**src/rtl/adder_arb_pkg.sv**
```systemverilog
// Shared defaults, ID width derivation and reset values for the adder_arb sequencer.
package adder_arb_pkg;

  localparam int WIDTH_DEF   = 32;
  localparam int NUM_REQ_DEF = 4;

  localparam int   PTR_RST       = 0;
  localparam int   RSP_ID_RST    = 0;
  localparam int   RSP_SUM_RST   = 0;
  localparam logic RSP_VALID_RST = 1'b0;
  localparam logic RSP_CARRY_RST = 1'b0;

  function automatic int calc_id_w(input int n);
    return (n <= 1) ? 1 : $clog2(n);
  endfunction

endpackage

```
**src/rtl/adder_arb_rr_pick.sv**
```systemverilog
// Combinational round-robin picker: first set request at or above ptr, wrapping to bit 0.
module rr_pick #(
  parameter int NUM_REQ = 4,
  parameter int ID_W    = 2
) (
  input  logic [NUM_REQ-1:0] req,
  input  logic [ID_W-1:0]    ptr,
  output logic [NUM_REQ-1:0] gnt,
  output logic [ID_W-1:0]    idx,
  output logic               any
);

  logic [NUM_REQ-1:0] upper;
  logic [NUM_REQ-1:0] sel;

  // Requests at or above ptr win first; otherwise fall back to the lowest set bit overall.
  always_comb begin
    upper = '0;
    for (int i = 0; i < NUM_REQ; i++) begin
      upper[i] = (i >= int'(ptr));
    end
    sel = (|(req & upper)) ? (req & upper) : req;
  end

  always_comb begin
    gnt = '0;
    idx = '0;
    any = 1'b0;
    for (int i = 0; i < NUM_REQ; i++) begin
      if (!any && sel[i]) begin
        any    = 1'b1;
        gnt[i] = 1'b1;
        idx    = ID_W'(i);
      end
    end
  end

endmodule

```
**src/rtl/adder_arb.sv**
```systemverilog
// Round-robin sequencer sharing one WIDTH-bit adder among NUM_REQ requesters.
// Define ADDER_ARB_CARRY_EN to add the registered rsp_carry output.
module adder_arb
  import adder_arb_pkg::*;
#(
  parameter int NUM_REQ = NUM_REQ_DEF,
  parameter int WIDTH   = WIDTH_DEF,
  parameter int ID_W    = calc_id_w(NUM_REQ)
) (
  input  logic                     clk,
  input  logic                     clear,
  input  logic [NUM_REQ-1:0]       req_valid,
  input  logic [NUM_REQ*WIDTH-1:0] req_a,
  input  logic [NUM_REQ*WIDTH-1:0] req_b,
  output logic [NUM_REQ-1:0]       req_ready,
  output logic                     rsp_valid,
  input  logic                     rsp_ready,
  output logic [ID_W-1:0]          rsp_id,
  output logic [WIDTH-1:0]         rsp_sum
`ifdef ADDER_ARB_CARRY_EN
  ,
  output logic                     rsp_carry
`endif
);

  logic               vld_p1;
  logic [ID_W-1:0]    id_p1;
  logic [WIDTH-1:0]   sum_p1;
  logic [ID_W-1:0]    ptr_p1;

  logic               free_p0;
  logic [NUM_REQ-1:0] req_p0;
  logic [NUM_REQ-1:0] gnt_p0;
  logic [ID_W-1:0]    idx_p0;
  logic               any_p0;
  logic [WIDTH-1:0]   a_p0;
  logic [WIDTH-1:0]   b_p0;
  logic [WIDTH-1:0]   sum_p0;
  logic [ID_W-1:0]    ptr_nxt_p0;

  // Stage p0: arbitration, operand mux and add.
  assign free_p0 = !vld_p1 || rsp_ready;
  assign req_p0  = (free_p0 && !clear) ? req_valid : '0;

  rr_pick #(
    .NUM_REQ (NUM_REQ),
    .ID_W    (ID_W)
  ) u_pick (
    .req (req_p0),
    .ptr (ptr_p1),
    .gnt (gnt_p0),
    .idx (idx_p0),
    .any (any_p0)
  );

  assign req_ready = gnt_p0;

  always_comb begin
    a_p0 = '0;
    b_p0 = '0;
    for (int i = 0; i < NUM_REQ; i++) begin
      if (gnt_p0[i]) begin
        a_p0 = req_a[i*WIDTH +: WIDTH];
        b_p0 = req_b[i*WIDTH +: WIDTH];
      end
    end
  end

`ifdef ADDER_ARB_CARRY_EN
  logic [WIDTH:0] full_p0;
  logic           carry_p0;
  logic           carry_p1;
  assign full_p0  = {1'b0, a_p0} + {1'b0, b_p0};
  assign sum_p0   = full_p0[WIDTH-1:0];
  assign carry_p0 = full_p0[WIDTH];
`else
  assign sum_p0 = a_p0 + b_p0;
`endif

  assign ptr_nxt_p0 = (idx_p0 == ID_W'(NUM_REQ - 1)) ? '0 : idx_p0 + ID_W'(1);

  // Stage p1: result register and priority pointer.
  always_ff @(posedge clk) begin
    if (clear) begin
      vld_p1 <= RSP_VALID_RST;
      id_p1  <= ID_W'(RSP_ID_RST);
      sum_p1 <= WIDTH'(RSP_SUM_RST);
      ptr_p1 <= ID_W'(PTR_RST);
`ifdef ADDER_ARB_CARRY_EN
      carry_p1 <= RSP_CARRY_RST;
`endif
    end else if (any_p0) begin
      vld_p1 <= 1'b1;
      id_p1  <= idx_p0;
      sum_p1 <= sum_p0;
      ptr_p1 <= ptr_nxt_p0;
`ifdef ADDER_ARB_CARRY_EN
      carry_p1 <= carry_p0;
`endif
    end else if (rsp_ready) begin
      vld_p1 <= 1'b0;
    end
  end

  assign rsp_valid = vld_p1;
  assign rsp_id    = id_p1;
  assign rsp_sum   = sum_p1;
`ifdef ADDER_ARB_CARRY_EN
  assign rsp_carry = carry_p1;
`endif

endmodule

```
**config.mk**
```make
export PLATFORM = sky130hd
export DESIGN_NAME = adder_arb
export DESIGN_NICKNAME = d
export VERILOG_FILES = /design/src/rtl/adder_arb_pkg.sv /design/src/rtl/adder_arb_rr_pick.sv /design/src/rtl/adder_arb.sv
export SDC_FILE = /design/constraint.sdc
export NUM_CORES = 1
export LEC_CHECK = 0
export CORE_AREA = 10 10 118 120
export CTS_BUF_LIST = sky130_fd_sc_hd__clkbuf_2 sky130_fd_sc_hd__clkbuf_4 sky130_fd_sc_hd__clkbuf_8
export CTS_CLUSTER_SIZE = 24
export DETAILED_ROUTE_END_ITERATION = 8
export DIE_AREA = 0 0 128 130
export PLACE_DENSITY = 0.85
export RECOVER_POWER = 100
export SLEW_MARGIN = 20
export SYNTH_ARGS = -nofsm -noshare
export SYNTH_HDL_FRONTEND = slang
export SYNTH_SLANG_ARGS = --single-unit
```
**constraint.sdc**
```tcl
create_clock -name clk -period 8.8 [get_ports clk]
set_clock_uncertainty 0.15 [all_clocks]
set_input_delay 1.76 -clock clk [delete_from_list [all_inputs] [get_ports clk]]
set_output_delay 1.76 -clock clk [all_outputs]
set_load 0.02 [all_outputs]
```
==> results.json <==
{
  "status": "complete, but fails checks",
  "failed_checks": "capacitance limit, slew limit",
  "worst_setup_path_start_kind": "primary input",
  "reg2reg_setup_slack_ps": 3150,
  "pin_count_of_the_biggest_net_entering_global_routing": 71,
  "end_kind": "flip-flop",
  "max-cap-violations": 2,
  "timing.critical_path.required_ps": 8710,
  "postLayoutSetupSlackWorst_ps": 1267,
  "clock-root-buffer": "sky130_fd_sc_hd__clkbuf_8",
  "ys_seq_area_frac": 0.1641,
  "synth_compound_gate_area_share": 0.4238,
  "synth_flop_cell": "sky130_fd_sc_hd__dfxtp_1",
  "cts-htree-levels": 2,
  "dr_total_vias": 5948,
  "setup.worst_path.class": "in -> reg",
  "placement.setup.worst_slack_ps": 1652,
  "clk_pin_slew_worst_paths_ps": 80,
  "ios": 302,
  "buffer_ports.inserted": 301,
  "die_width_um": 128,
  "path_max_fanout": 52,
  "fmaxAchievable_mhz": 132.7,
  "ys_async_sr_fraction": 0,
  "avgRoutedWirePerCell_um": 21.10,
  "design.die.area_um2": 16640,
  "cts_hold_buf": 0,
  "power.density_cell_area_nw_per_um2": 128.9,
  "cts_num_sinks": 37,
  "fillers": 1047,
  "tightest_slew_ps": 3004,
  "share_of_post_route_cells_with_drive_strength_above_1": 0.02834,
  "worst_ep_arrival_time_ps": 7440,
  "cts_tree": "yes",
  "fin_crit_ps": 7533,
  "power.ir.vdd_worst_uv": 128.4,
  "drt_drc_violations_left": 0,
  "dpl.hpwl_mm": 18.53,
  "floorplan.rows": 40,
  "first_pass_grt_wire_length_mm": 32.11,
  "muxShareOfSynthArea": 0.002217,
  "initial_utilization": 0.3855,
  "tns_setup_ps": 0,
  "postCtsSetupRepairBufs": 0,
  "buffer_levels_on_the_longest_clock_path": 2,
  "final-instance-count-excl-fill": 1029,
  "vias_per_cell": 5.780,
  "grt_util_all_layers": 0.2397,
  "power.static_leakage_nw": 3.123,
  "final_min_period_over_clock_period": 0.8561,
  "finalCoreUtilization": 0.6540,
  "drtPass1Iterations": 6,
  "synth_area_um2": 4514,
  "finalSetupViolations": 0,
  "grt_remaining_overflow": 0,
  "die_y_um": 130,
  "finalWeightedCongestion": 0.9758,
  "number_of_global_route_vias_before_repair": 5791,
  "placedInstanceArea_um2": 7585,
  "min_delay_worst_type": "reg -> reg",
  "cts_inserted_buffers": 5,
  "area.growth.synth_to_final_pct": 69.65,
  "post_cts_resize_count": 0,
  "final_max_slew_viol_count": 60,
  "synth_seq_cells": 37,
  "synth-edff-count": 0,
  "finalWirelength_mm": 21.71,
  "max-slew-margin-rel": -1.008,
  "core_um2": 11710,
  "synth_top_family_by_area": "compound AO/OA/AOI/OAI gates",
  "post_route_cell_area_um2": 7659,
  "hold_viol": 0,
  "yosys.area_share.adder": 0.09035,
  "dpl.cell_count": 1021,
  "number_of_diodes": 0,
  "post_synth_inst_count": 621,
  "grt_setup_unrepaired": "false",
  "drt.antenna.violating_nets": 0,
  "final_nets": 1176,
  "antenna_violations_before_repair": 1,
  "synthXorXnorAreaFrac": 0.05432,
  "violation_count_after_the_first_detailed_route_iteration": 603,
  "post_synthesis_area_per_instance_um2": 7.269,
  "synth_fp_nets": 916,
  "ys_types": 57,
  "yosys_warnings": 0,
  "synth-simple-area-share": 0.2131,
  "worstSkewPairLatency_ps": 290
}
[routing by layer]
metal / GRT usage / vias to the layer above / part of all wire
met5: 0 / - / 0
met4: 0.04636 / 0 / 0.014
met3: 0.06329 / 25 / 0.088
met2: 0.4230 / 258 / 0.50
met1: 0.2862 / 2744 / 0.40
li1: - / 2921 / -
[critical path: stages]
cell and delay (ps):
sky130_fd_sc_hd__dlygate4sd3_1 530, sky130_fd_sc_hd__buf_4 240, sky130_fd_sc_hd__inv_2 130, sky130_fd_sc_hd__and2_0 330, sky130_fd_sc_hd__and3_1 1260, sky130_fd_sc_hd__nor4_4 260, sky130_fd_sc_hd__buf_12 300, sky130_fd_sc_hd__a221o_1 350
sky130_fd_sc_hd__ha_1 250, sky130_fd_sc_hd__fa_1 420, sky130_fd_sc_hd__a21o_1 230, sky130_fd_sc_hd__a31o_2 260, sky130_fd_sc_hd__nand3_1 140, sky130_fd_sc_hd__nand2_1 90, sky130_fd_sc_hd__nor4_1 350, sky130_fd_sc_hd__o311ai_0 240
sky130_fd_sc_hd__xnor2_1 180, sky130_fd_sc_hd__o21ai_0 80
[flip-flops by register name, indices dropped and copies added, names as in the netlist]
register,count
rsp_sum,32
ptr_p1,2
rsp_id,2
rsp_valid,1
[per-stage QoR]
| step | total power, mW | hold WS [ps] |
|---|---|---|
| after floorplan | 0.5890 | 366.4 |
| after global placement | 0.8742 | 287.0 |
| after global routing | 1.053 | 322.0 |
| final | 0.9872 | 299.9 |
| after detailed placement | 0.8756 | 294.2 |
| after CTS | 1.003 | 302.7 |
[layout by cell type (no fill, tap or decap), types with 5 or more instances in the layout]
master / n
sky130_fd_sc_hd__clkdlybuf4s50_1: 261
sky130_fd_sc_hd__nor2_1: 84
sky130_fd_sc_hd__a221o_1: 64
sky130_fd_sc_hd__nand2_1: 62
sky130_fd_sc_hd__a22oi_1: 62
sky130_fd_sc_hd__a21oi_1: 49
sky130_fd_sc_hd__dlygate4sd3_1: 40
sky130_fd_sc_hd__dfxtp_1: 37
sky130_fd_sc_hd__ha_1: 31
sky130_fd_sc_hd__o21ai_0: 19
sky130_fd_sc_hd__xnor2_1: 16
sky130_fd_sc_hd__nand3_1: 14
sky130_fd_sc_hd__xor2_1: 12
sky130_fd_sc_hd__a21o_1: 10
sky130_fd_sc_hd__nor3_1: 9
sky130_fd_sc_hd__a31oi_1: 7
sky130_fd_sc_hd__a211oi_1: 6
sky130_fd_sc_hd__clkbuf_8: 6
sky130_fd_sc_hd__inv_1: 5
sky130_fd_sc_hd__buf_4: 5
[cells in the mapped netlist (12+ instances only)]
cell	count	area, um2
sky130_fd_sc_hd__xnor2_1	16	140.1
sky130_fd_sc_hd__a22oi_1	62	465.5
sky130_fd_sc_hd__nor2_1	84	315.3
sky130_fd_sc_hd__clkbuf_1	42	157.7
sky130_fd_sc_hd__o21ai_0	19	95.09
sky130_fd_sc_hd__nand3_1	14	70.07
sky130_fd_sc_hd__nand2_1	62	232.7
sky130_fd_sc_hd__dfxtp_1	37	740.7
sky130_fd_sc_hd__a21oi_1	49	245.2
sky130_fd_sc_hd__xor2_1	12	105.1
sky130_fd_sc_hd__ha_1	31	387.9
sky130_fd_sc_hd__a221o_1	64	640.6
[cells by family (layout without fill, tap and decap cells)]
| logic type | after synthesis | after routing |
|---|---|---|
| compound gates | 251 | 251 |
| simple gates | 211 | 211 |
| buf+inv | 61 | 322 |
| flops | 37 | 37 |
| fa+ha+maj | 32 | 32 |
| xor+xnor | 28 | 28 |
| mux | 1 | 1 |
[area by class of cell]
| cell class | count | area (um2) | area share |
|---|---|---|---|
| clock buffers | 6 | 82.58 | 0.01078 |
| clock inverters | 2 | 13.76 | 0.001797 |
| inverters | 6 | 22.52 | 0.002941 |
| multi-input cells | 523 | 3541 | 0.4623 |
| flip-flops and latches | 37 | 740.7 | 0.09672 |
| well taps | 147 | 183.9 | 0.02402 |
| repair buffers | 308 | 3074 | 0.4014 |
[path summary, 6_finish.rpt]
check	cells after the start	start	endpoint
setup / recovery	18	clear	rsp_sum[30]
setup reg to reg	16	ptr_p1[0]	rsp_sum[30]
hold / removal	2	rsp_sum[21]	rsp_sum[21]
hold reg to reg	2	rsp_sum[21]	rsp_sum[21]
[power breakdown]
group | leakage (nW) | total (mW) | switching (mW) | internal (mW)
registers | 0.306 | 0.222 | 0.0193 | 0.203
clock network | 0.0512 | 0.128 | 0.0642 | 0.0635
logic | 2.77 | 0.638 | 0.326 | 0.311
(Power assumes the default switching activity.)
